**config.mk**
```make
export PLATFORM = sky130hd
export DESIGN_NAME = trng_key_arbiter
export DESIGN_NICKNAME = d
export VERILOG_FILES = /design/src/rtl/trng_key_arbiter.sv
export SDC_FILE = /design/constraint.sdc
export NUM_CORES = 1
export LEC_CHECK = 0
export CAP_MARGIN = 20
export CORE_UTILIZATION = 63
export CTS_CLUSTER_DIAMETER = 50
export DETAILED_ROUTE_END_ITERATION = 10
export DONT_BUFFER_PORTS = 1
export GPL_ROUTABILITY_DRIVEN = 0
export PLACE_DENSITY = 0.79
export SYNTH_ARGS = -nofsm -noshare
export SYNTH_HDL_FRONTEND = slang
export SYNTH_SLANG_ARGS = --single-unit
```
**constraint.sdc**
```tcl
create_clock -name clk -period 3.15 [get_ports clk]
set_clock_uncertainty 0.15 [all_clocks]
set_input_delay 0.63 -clock clk [delete_from_list [all_inputs] [get_ports clk]]
set_output_delay 0.63 -clock clk [all_outputs]
set_load 0.05 [all_outputs]
```
**src/rtl/trng_key_arbiter.sv**
```systemverilog
// TRNG key prefetch buffer with round-robin key grant to N_REQ requesters.
// Optional build macro TRNG_ARB_DEDUP_EN drops a TRNG key equal to the last pushed one.
module trng_key_arbiter #(
  parameter int N_REQ      = 4,
  parameter int N_BITS_KEY = 32,
  parameter int FIFO_DEPTH = 4
) (
  input  logic                          clk,
  input  logic                          rst_n,
  input  logic                          arb_en_i,
  output logic                          trng_enable_o,
  input  logic                          trng_key_ready_i,
  input  logic [N_BITS_KEY-1:0]         trng_key_i,
  output logic                          trng_ack_read_o,
  input  logic                          trng_intr_i,
  input  logic                          clear_i,
  input  logic [N_REQ-1:0]              req_i,
  output logic [N_REQ-1:0]              gnt_o,
  output logic [N_BITS_KEY-1:0]         key_o,
  output logic                          fault_o,
  output logic [$clog2(FIFO_DEPTH):0]   level_o
);

  localparam int AW = $clog2(FIFO_DEPTH);
  localparam int LW = AW + 1;
  localparam int IW = (N_REQ > 1) ? $clog2(N_REQ) : 1;

  localparam logic [2:0] S_IDLE     = 3'd0;
  localparam logic [2:0] S_FILL     = 3'd1;
  localparam logic [2:0] S_ACK      = 3'd2;
  localparam logic [2:0] S_WAIT_LOW = 3'd3;
  localparam logic [2:0] S_FAULT    = 3'd4;

  logic [2:0]            state_q, state_d;
  logic [N_BITS_KEY-1:0] mem_q [FIFO_DEPTH];
  logic [AW-1:0]         wr_ptr_q, wr_ptr_d;
  logic [AW-1:0]         rd_ptr_q, rd_ptr_d;
  logic [LW-1:0]         count_q, count_d;
  logic [IW-1:0]         rr_q, rr_d;

  logic                  full;
  logic                  intr_hit;
  logic                  take_key;
  logic                  push;
  logic                  pop;
  logic                  found;
  logic [IW-1:0]         gnt_idx;
  logic [IW-1:0]         cand;

  assign full     = (count_q == LW'(FIFO_DEPTH));
  assign intr_hit = trng_intr_i && (state_q != S_FAULT);

  always_comb begin
    state_d  = state_q;
    take_key = 1'b0;
    if (intr_hit) begin
      state_d = S_FAULT;
    end else begin
      case (state_q)
        S_IDLE:     if (arb_en_i && !full) state_d = S_FILL;
        S_FILL: begin
          if (!arb_en_i || full) begin
            state_d = S_IDLE;
          end else if (trng_key_ready_i) begin
            state_d  = S_ACK;
            take_key = 1'b1;
          end
        end
        S_ACK:      state_d = S_WAIT_LOW;
        // Ready must drop before the next key is accepted, so a held key is never taken twice.
        S_WAIT_LOW: if (!trng_key_ready_i) state_d = (arb_en_i && !full) ? S_FILL : S_IDLE;
        S_FAULT:    if (clear_i && !trng_intr_i) state_d = S_IDLE;
        default:    state_d = S_IDLE;
      endcase
    end
  end

`ifdef TRNG_ARB_DEDUP_EN
  logic [N_BITS_KEY-1:0] last_key_q;

  assign push = take_key && (trng_key_i != last_key_q);

  always_ff @(posedge clk or negedge rst_n) begin
    if (!rst_n) begin
      last_key_q <= '0;
    end else if (intr_hit) begin
      last_key_q <= '0;
    end else if (push) begin
      last_key_q <= trng_key_i;
    end
  end
`else
  assign push = take_key;
`endif

  // Round-robin search starting one past the last granted requester.
  always_comb begin
    found   = 1'b0;
    gnt_idx = rr_q;
    cand    = '0;
    for (int unsigned i = 0; i < N_REQ; i++) begin
      cand = IW'((32'(rr_q) + 32'd1 + i) % N_REQ);
      if (!found && req_i[cand]) begin
        found   = 1'b1;
        gnt_idx = cand;
      end
    end
  end

  assign pop = found && (count_q != '0) && (state_q != S_FAULT);

  always_comb begin
    gnt_o = '0;
    key_o = '0;
    if (pop) begin
      gnt_o[gnt_idx] = 1'b1;
      key_o          = mem_q[rd_ptr_q];
    end
  end

  always_comb begin
    rr_d     = pop ? gnt_idx : rr_q;
    wr_ptr_d = wr_ptr_q;
    rd_ptr_d = rd_ptr_q;
    count_d  = count_q;
    if (intr_hit) begin
      wr_ptr_d = '0;
      rd_ptr_d = '0;
      count_d  = '0;
    end else begin
      if (push) wr_ptr_d = wr_ptr_q + AW'(1);
      if (pop)  rd_ptr_d = rd_ptr_q + AW'(1);
      case ({push, pop})
        2'b10:   count_d = count_q + LW'(1);
        2'b01:   count_d = count_q - LW'(1);
        default: count_d = count_q;
      endcase
    end
  end

  always_ff @(posedge clk or negedge rst_n) begin
    if (!rst_n) begin
      state_q  <= S_IDLE;
      wr_ptr_q <= '0;
      rd_ptr_q <= '0;
      count_q  <= '0;
      rr_q     <= IW'(N_REQ - 1);
    end else begin
      state_q  <= state_d;
      wr_ptr_q <= wr_ptr_d;
      rd_ptr_q <= rd_ptr_d;
      count_q  <= count_d;
      rr_q     <= rr_d;
    end
  end

  always_ff @(posedge clk) begin
    if (push && !intr_hit) mem_q[wr_ptr_q] <= trng_key_i;
  end

  assign trng_enable_o   = (state_q == S_FILL) || (state_q == S_ACK) || (state_q == S_WAIT_LOW);
  assign trng_ack_read_o = (state_q == S_ACK);
  assign fault_o         = (state_q == S_FAULT);
  assign level_o         = count_q;

endmodule

```
==> reports/results.txt, run 1 <==
CTS Sinks -> 140
simple-gate area share of the yosys netlist -> 8.34%
WL/cell -> 22.5 um
io pins -> 84
PortBufs -> 0
HP Class -> input port to flip-flop
WP data arrival -> 2.31 ns
Critical-path top delay cell -> dfrtp_2
Area Overhead vs Synth -> 20.0%
Synth async-reset ratio -> 8.57%
Synthesis Warnings -> 0
Register Area -> 4150 um^2
post-synthesis cell area -> 5690 um^2
RSZ-0062 raised after global routing -> yes
adder-cell share of the synthesized area -> 1.23%
status -> completed
filler cell count in the final layout -> 464
Tightest Pin Transition -> 0.880 ns
final core utilization -> 78.3%
grt ovf -> 0
CTS max path bufs -> 2
Die X -> 97.0 um
Max-Slew Margin vs Limit -> 41.1%
die height -> 97.0 um
final std cell area, no fill -> 6830 um^2
CTS root buf -> clkbuf_8
XOR/XNOR share of the synthesized area -> 0.594%
number of synthesized register bits -> 140
First-pass DRT Iterations -> 5
crit path kind -> flip-flop to output port
total die area -> 9410 um^2
initial core utilization -> 65.2%
vias in the first global route -> 2998
period utilisation layout -> 98.1%
mux contribution to synthesized area -> 13.5%
antenna violations before repair -> 0
clock network fraction of design power -> 32.6%
cell-internal power -> 0.00399 W
fin crit period -> 3.09 ns
Max Cap Violations -> 0
Max Fclk -> 0.324 GHz
crit-path cells -> or3b_4 -> inv_2 -> or3_4 -> buf_6 -> nor3_1 -> buf_4
Post-synth EDFFs -> 128
switching share of total power -> 32.2%
Worst VDD drop -> 0.000517 V
power share of the sequential group -> 38.3%
delay-heaviest family, CP -> simple AND/OR/NAND/NOR gates
Slew Limit Fails -> 0
Syn Area/Cell -> 19.0 um^2
cells after synthesis -> 299
Yosys top cell area share -> 67.6%
compound-cell area share of the yosys netlist -> 1.83%
Num CTS Buffers -> 17
first-pass GRT wire length -> 16.7 mm
drt first-iter violations -> 150
sw power -> 0.00189 W
clock slew at reported path FFs -> 0.06 ns
post-synthesis sequential area ratio -> 72.9%
Main synth FF type -> edfxtp_1
multi-input logic area -> 1490 um^2
setup TNS -> 0 ns
H-tree Lvls -> 4
crit path launch type -> flip-flop
remaining antenna violation count -> 0
final worst setup slack -> 0.0589 ns
main combinational cell family by area after synthesis -> multiplexers
DP Worst Slack -> 0.328 ns
final count of negative-setup-slack endpoints -> 0
Total Routed Length -> 10.7 mm
Worst EP required -> 2.37 ns
Total Nets Final -> 403
PwrDens -> 862 nW/um^2
Synth area leader -> edfxtp_1
Total GRT Usage -> 25.0%
crit path max fanout -> 27
final hold vios -> 0
worst-skew pair later-pin latency -> 0.52 ns
Buf/Inv on CP -> 3
CTS tree -> done
DP Area -> 6180 um^2
crit end category -> output port
largest net degree at the start of global routing -> 35
DR vias -> 2883
LEAKAGE -> 2.33 nW
synth unique cells -> 40
# DRC -> 0
Gate power share -> 29.1%
# rows -> 34
Net Count, Synth -> 346
top cells by area, synth -> edfxtp_1, mux4_2, dfrtp_1
Vias/cell -> 6.04
placed wire-length estimate -> 5.97 mm
slowest stage delay, CP -> 0.45 ns
core footprint -> 8720 um^2
share of layout cells above drive strength 1 -> 36.9%
Antenna Cells -> 0
==> stage by stage <==
step	std cells	hold slack (ns)	total power (W)
floorplan	299	0.184	0.00354
global placement	442	0.185	0.00393
global route	477	0.00819	0.00611
CTS	475	0.00153	0.00591
finish	477	0.0304	0.00588
detailed placement	442	0.185	0.00397
==> worst register-to-register path, stage by stage (launching register included) <==
cell	delay, ns
dfrtp_1	0.44
or3b_2	0.20
nand3_1	0.09
nor4_1	0.23
buf_4	0.17
nor2_1	0.05
fa_1	0.36
or4_1	0.52
mux2i_1	0.16
mux2i_1	0.19
==> flip-flops by register name, summed over array words and instances (netlist names) <==
name	flops
state_q	3
rr_q	2
rd_ptr_q	2
wr_ptr_q	2
level_o	3
mem_q	128
==> cell type report <==
type                    count  share of cell area (%)
clock buffers              18                    6.12
repair buffers             51                    6.62
multi-input cells         140                    21.8
inverters                   6                   0.330
clock inverters            14                    2.33
well taps                 108                    1.98
flip-flops and latches    140                    60.8
==> cells by family after synthesis <==
kind of cell / Yosys count
buffers and inverters: 19
AO/OA/AOI/OAI: 17
XOR/XNOR: 3
AND/OR/NAND/NOR: 78
multiplexers: 37
flip-flops: 140
adder cells (fa/ha/maj): 5
==> power groups by stage <==
stage / clock network (W) / registers [W] / logic [W]
floorplan: 0 / 0.00222 / 0.00132
CTS: 0.00194 / 0.00226 / 0.00170
finish: 0.00192 / 0.00226 / 0.00171
detailed placement: 0 / 0.00230 / 0.00167
global route: 0.00202 / 0.00227 / 0.00181
global placement: 0 / 0.00229 / 0.00164
==> layer usage <==
layer  wire length, um  up-vias  track usage, %
met2              5670      137            40.4
li1                  -     1286               -
met4               155        0            8.73
met5                 0        -               0
met3               861       21            9.68
met1              4030     1439            31.4
==> cell usage in the layout (no fill, tap or decap), types with 4 or more instances in the layout <==
cell type  synthesis  routed
edfxtp_1         128     128
buf_4              1      39
mux4_2            32      32
nor2b_1           32      27
clkbuf_16          0      16
nand2_1            9       9
nor2_1             7       7
buf_6              1       7
nand2b_1           6       6
o21ai_0            6       6
dfrtp_1           10       6
nor2b_2            0       5
inv_1              5       5
mux2i_1            5       5
nor3_1             4       4
a21oi_1            4       4
and2_2             0       4
ha_1               4       4
inv_6              0       4
==> path summary, 6_finish.rpt <==
path                             startpoint           to  slack [ns]  cells after the start
worst max register to register   level_o[0]   level_o[2]        0.51                      9
max in group asynchronous             rst_n  rd_ptr_q[0]        2.03                      1
worst max-delay path             state_q[2]     gnt_o[3]        0.06                      6
worst min-delay path            trng_intr_i   state_q[1]        0.03                      1
min in group asynchronous             rst_n  rd_ptr_q[0]        0.39                      1
worst min register to register      rr_q[0]      rr_q[0]        0.36                      2
==> what timing repair did <==
action,CTS,global route
hold endpoints to repair,12,1
gates resized for setup,4,12
endpoints found under the setup margin,8,18
pin swaps,0,0
hold buffers,1,1
buffers inserted,0,1
==> cells in the mapped netlist (2+ instances only) <==
cell      instances
nand2_1           9
nor3b_1           3
a21oi_1           4
clkbuf_1          4
or3_1             2
edfxtp_1        128
a21boi_0          2
and2_1            5
nor3_1            4
ha_1              4
dfstp_2           2
dfrtp_1          10
mux2i_1           5
nor4_1            3
nor2_1            7
nand2b_1          6
inv_1             5
mux4_2           32
o21ai_0           6
buf_2             6
xnor2_1           2
nor2b_1          32
No activity file was read; power rests on OpenSTA's default activity.
==> inputs of run 2 (changes only) <==
--- a/config.mk
+++ b/config.mk
@@ -10,7 +10,6 @@
 export CTS_CLUSTER_DIAMETER = 50
 export DETAILED_ROUTE_END_ITERATION = 10
 export DONT_BUFFER_PORTS = 1
-export GPL_ROUTABILITY_DRIVEN = 0
 export PLACE_DENSITY = 0.79
 export SYNTH_ARGS = -nofsm -noshare
 export SYNTH_HDL_FRONTEND = slang
==> results of run 2 <==
No change in the layout: final DEF, timing and power equal those of run 1.
==> inputs of run 3 (changes only) <==
--- a/config.mk
+++ b/config.mk
@@ -6,11 +6,13 @@
 export NUM_CORES = 1
 export LEC_CHECK = 0
 export CAP_MARGIN = 20
-export CORE_UTILIZATION = 63
+export CELL_PAD_IN_SITES_DETAIL_PLACEMENT = 1
+export CELL_PAD_IN_SITES_GLOBAL_PLACEMENT = 1
+export CORE_UTILIZATION = 39
 export CTS_CLUSTER_DIAMETER = 50
 export DETAILED_ROUTE_END_ITERATION = 10
 export DONT_BUFFER_PORTS = 1
-export PLACE_DENSITY = 0.79
+export PLACE_DENSITY_LB_ADDON = 0.1
 export SYNTH_ARGS = -nofsm -noshare
 export SYNTH_HDL_FRONTEND = slang
 export SYNTH_SLANG_ARGS = --single-unit
==> constraint.sdc (replaced) <==
create_clock -name clk -period 3.15 [get_ports clk]
set_clock_uncertainty 0.15 [all_clocks]
set_input_delay 0.315 -clock clk [delete_from_list [all_inputs] [get_ports clk]]
set_output_delay 0.315 -clock clk [all_outputs]
set_load 0.05 [all_outputs]
==> reports/results.txt, run 3 (same netlist as run 1, synthesis figures left out) <==
Num CTS Buffers -> 17 (unchanged)
remaining antenna violation count -> 0 (unchanged)
most used cell along the critical path -> buf_4
max reg flops -> 128 (unchanged)
delay-heaviest family, CP -> buffers and inverters (was simple AND/OR/NAND/NOR gates)
commonest non-fill, non-tap cells in the layout -> edfxtp_1, buf_4, dlygate4sd3_1, mux4_2, nor2b_1 (was edfxtp_1, buf_4, mux4_2, nor2b_1, clkbuf_16)
share of layout cells above drive strength 1 -> 31.5% (was 36.9%)
core footprint -> 14000 um^2 (was 8720 um^2)
CTS Sinks -> 140 (unchanged)
io pins -> 84 (unchanged)
initial core utilization -> 40.5% (was 65.2%)
crit path kind -> flip-flop to output port (unchanged)
H-tree Lvls -> 4 (unchanged)
Worst VDD drop -> 0.000489 V (was 0.000517 V)
cts repair resizes -> 0 (was 4)
CTS max path bufs -> 2 (unchanged)
total die area -> 15100 um^2 (was 9410 um^2)
WP data arrival -> 2.40 ns (was 2.31 ns)
crit-path cells -> or3b_1 -> inv_2 -> or3_4 -> buf_4 -> nor2b_1 -> buf_4 (was or3b_4 -> inv_2 -> or3_4 -> buf_6 -> nor3_1 -> buf_4)
die height -> 123 um (was 97.0 um)
final worst setup slack -> 0.288 ns (was 0.0589 ns)
RSZ-0062 raised after global routing -> no (was yes)
crit path max fanout -> 44 (was 27)
WL/cell -> 18.9 um (was 22.5 um)
placed wire-length estimate -> 6.66 mm (was 5.97 mm)
status -> completed (unchanged)
final count of negative-setup-slack endpoints -> 0 (unchanged)
LEAKAGE -> 2.47 nW (was 2.33 nW)
largest net degree at the start of global routing -> 45 (was 35)
crit end category -> output port (unchanged)
Die X -> 123 um (was 97.0 um)
most common cell after layout, fill and taps aside -> edfxtp_1 (unchanged)
placed instance count -> 513 (was 442)
fin crit period -> 2.86 ns (was 3.09 ns)
setup TNS -> 0 ns (unchanged)
PwrDens -> 801 nW/um^2 (was 862 nW/um^2)
register with the most flip-flops -> mem_q (unchanged)
worst reg2reg setup slack -> 0.38 ns (was 0.51 ns)
Antenna Cells -> 0 (unchanged)
PortBufs -> 0 (unchanged)
vias in the first global route -> 3231 (was 2998)
HP Class -> input port to flip-flop (unchanged)
clock slew at reported path FFs -> 0.06 ns (about the same)
Max Cap Violations -> 0 (unchanged)
# DRC -> 0 (unchanged)
first-pass GRT wire length -> 17.5 mm (was 16.7 mm)
First-pass DRT Iterations -> 4 (was 5)
Critical-path top delay cell -> dfrtp_1 (was dfrtp_2)
Total Nets Final -> 437 (was 403)
Tightest Pin Transition -> 0.899 ns (was 0.880 ns)
slowest stage delay, CP -> 0.50 ns (was 0.45 ns)
DR vias -> 2950 (was 2883)
Vias/cell -> 5.06 (was 6.04)
CTS tree -> done (unchanged)
final RePlAce weighted congestion -> 0.746 (was 0.775)
final hold vios -> 0 (unchanged)
CTS root buf -> clkbuf_16 (was clkbuf_8)
Max Fclk -> 0.349 GHz (was 0.324 GHz)
Worst EP required -> 2.68 ns (was 2.37 ns)
drt first-iter violations -> 133 (was 150)
Slew Limit Fails -> 0 (unchanged)
Total Routed Length -> 11.0 mm (was 10.7 mm)
Total GRT Usage -> 16.3% (was 25.0%)
worst-skew pair later-pin latency -> 0.41 ns (was 0.52 ns)
Setup Buffers After CTS -> 0 (unchanged)
post-route insts no fill -> 583 (was 477)
DP Worst Slack -> 0.406 ns (was 0.328 ns)
antenna violations before repair -> 0 (unchanged)
period utilisation layout -> 90.9% (was 98.1%)
# rows -> 43 (was 34)
Max-Slew Margin vs Limit -> 39.9% (was 41.1%)
Area Overhead vs Synth -> 26.8% (was 20.0%)
Buf/Inv on CP -> 3 (unchanged)
grt ovf -> 0 (unchanged)
crit path launch type -> flip-flop (unchanged)
[run 3: final timing paths]
path	start	endpoint	cells after the start
max in group asynchronous	rst_n	rd_ptr_q[0]	1
setup reg to reg	level_o[0]	level_o[2]	8
hold reg to reg	rr_q[0]	rr_q[0]	2
hold / removal	trng_intr_i	rd_ptr_q[1]	2
setup / recovery	state_q[2]	key_o[0]	6
min in group asynchronous	rst_n	level_o[1]	1
[run 3: metal layers]
layer  up-vias  wire, um  global-route usage [%]
li1       1360         -                       -
met2        60      5830                    28.1
met5         -         0                       0
met4         0       197                    7.24
met3        16       399                    4.93
met1      1514      4580                    18.7
[run 3: report_power, final]
group | switching (W) | leakage, nW | total [W] | internal (W)
registers | 0.000134 | 1.30 | 0.00222 | 0.00208
clock network | 0.000744 | 0.263 | 0.00182 | 0.00108
logic | 0.000991 | 0.904 | 0.00174 | 0.000745
total | 0.00187 | 2.47 | 0.00578 | 0.00391
[run 3: layout make-up]
type	instances	area (um^2)
multi-input combinational	140	1470
fill	1289	6830
clock buffer	17	425
clock inverter	15	124
timing repair buffer	85	796
sequential	140	4150
inverter	6	22.5
tap	180	225
[run 3: per-stage QoR]
| stage | hold slack (ns) | instance area [um^2] | utilization (%) | total power [W] |
|---|---|---|---|---|
| after detailed placement | -0.130 | 6280 | 44.8 | 0.00398 |
| after floorplan | -0.131 | 5690 | - | 0.00354 |
| after global placement | -0.130 | 6280 | 44.8 | 0.00397 |
| after CTS | 0.0360 | 7210 | 51.4 | 0.00588 |
| after global routing | 0.0583 | 7210 | 51.4 | 0.00604 |
| final | 0.0480 | 7210 | 51.4 | 0.00578 |
[run 3: worst register-to-register path, cell delays in order (launching register included)]
cell and delay, ns:
dfrtp_1 0.44, or3b_2 0.22, nand3_1 0.09, nor4_1 0.41, nor2_1 0.11, fa_1 0.38, or4_1 0.52, mux2i_1 0.18
mux2i_1 0.20
[run 3: timing repair]
item	in CTS	in global routing
endpoints found under the setup margin	0	0
hold endpoints to repair	143	0
hold buffers	38	0
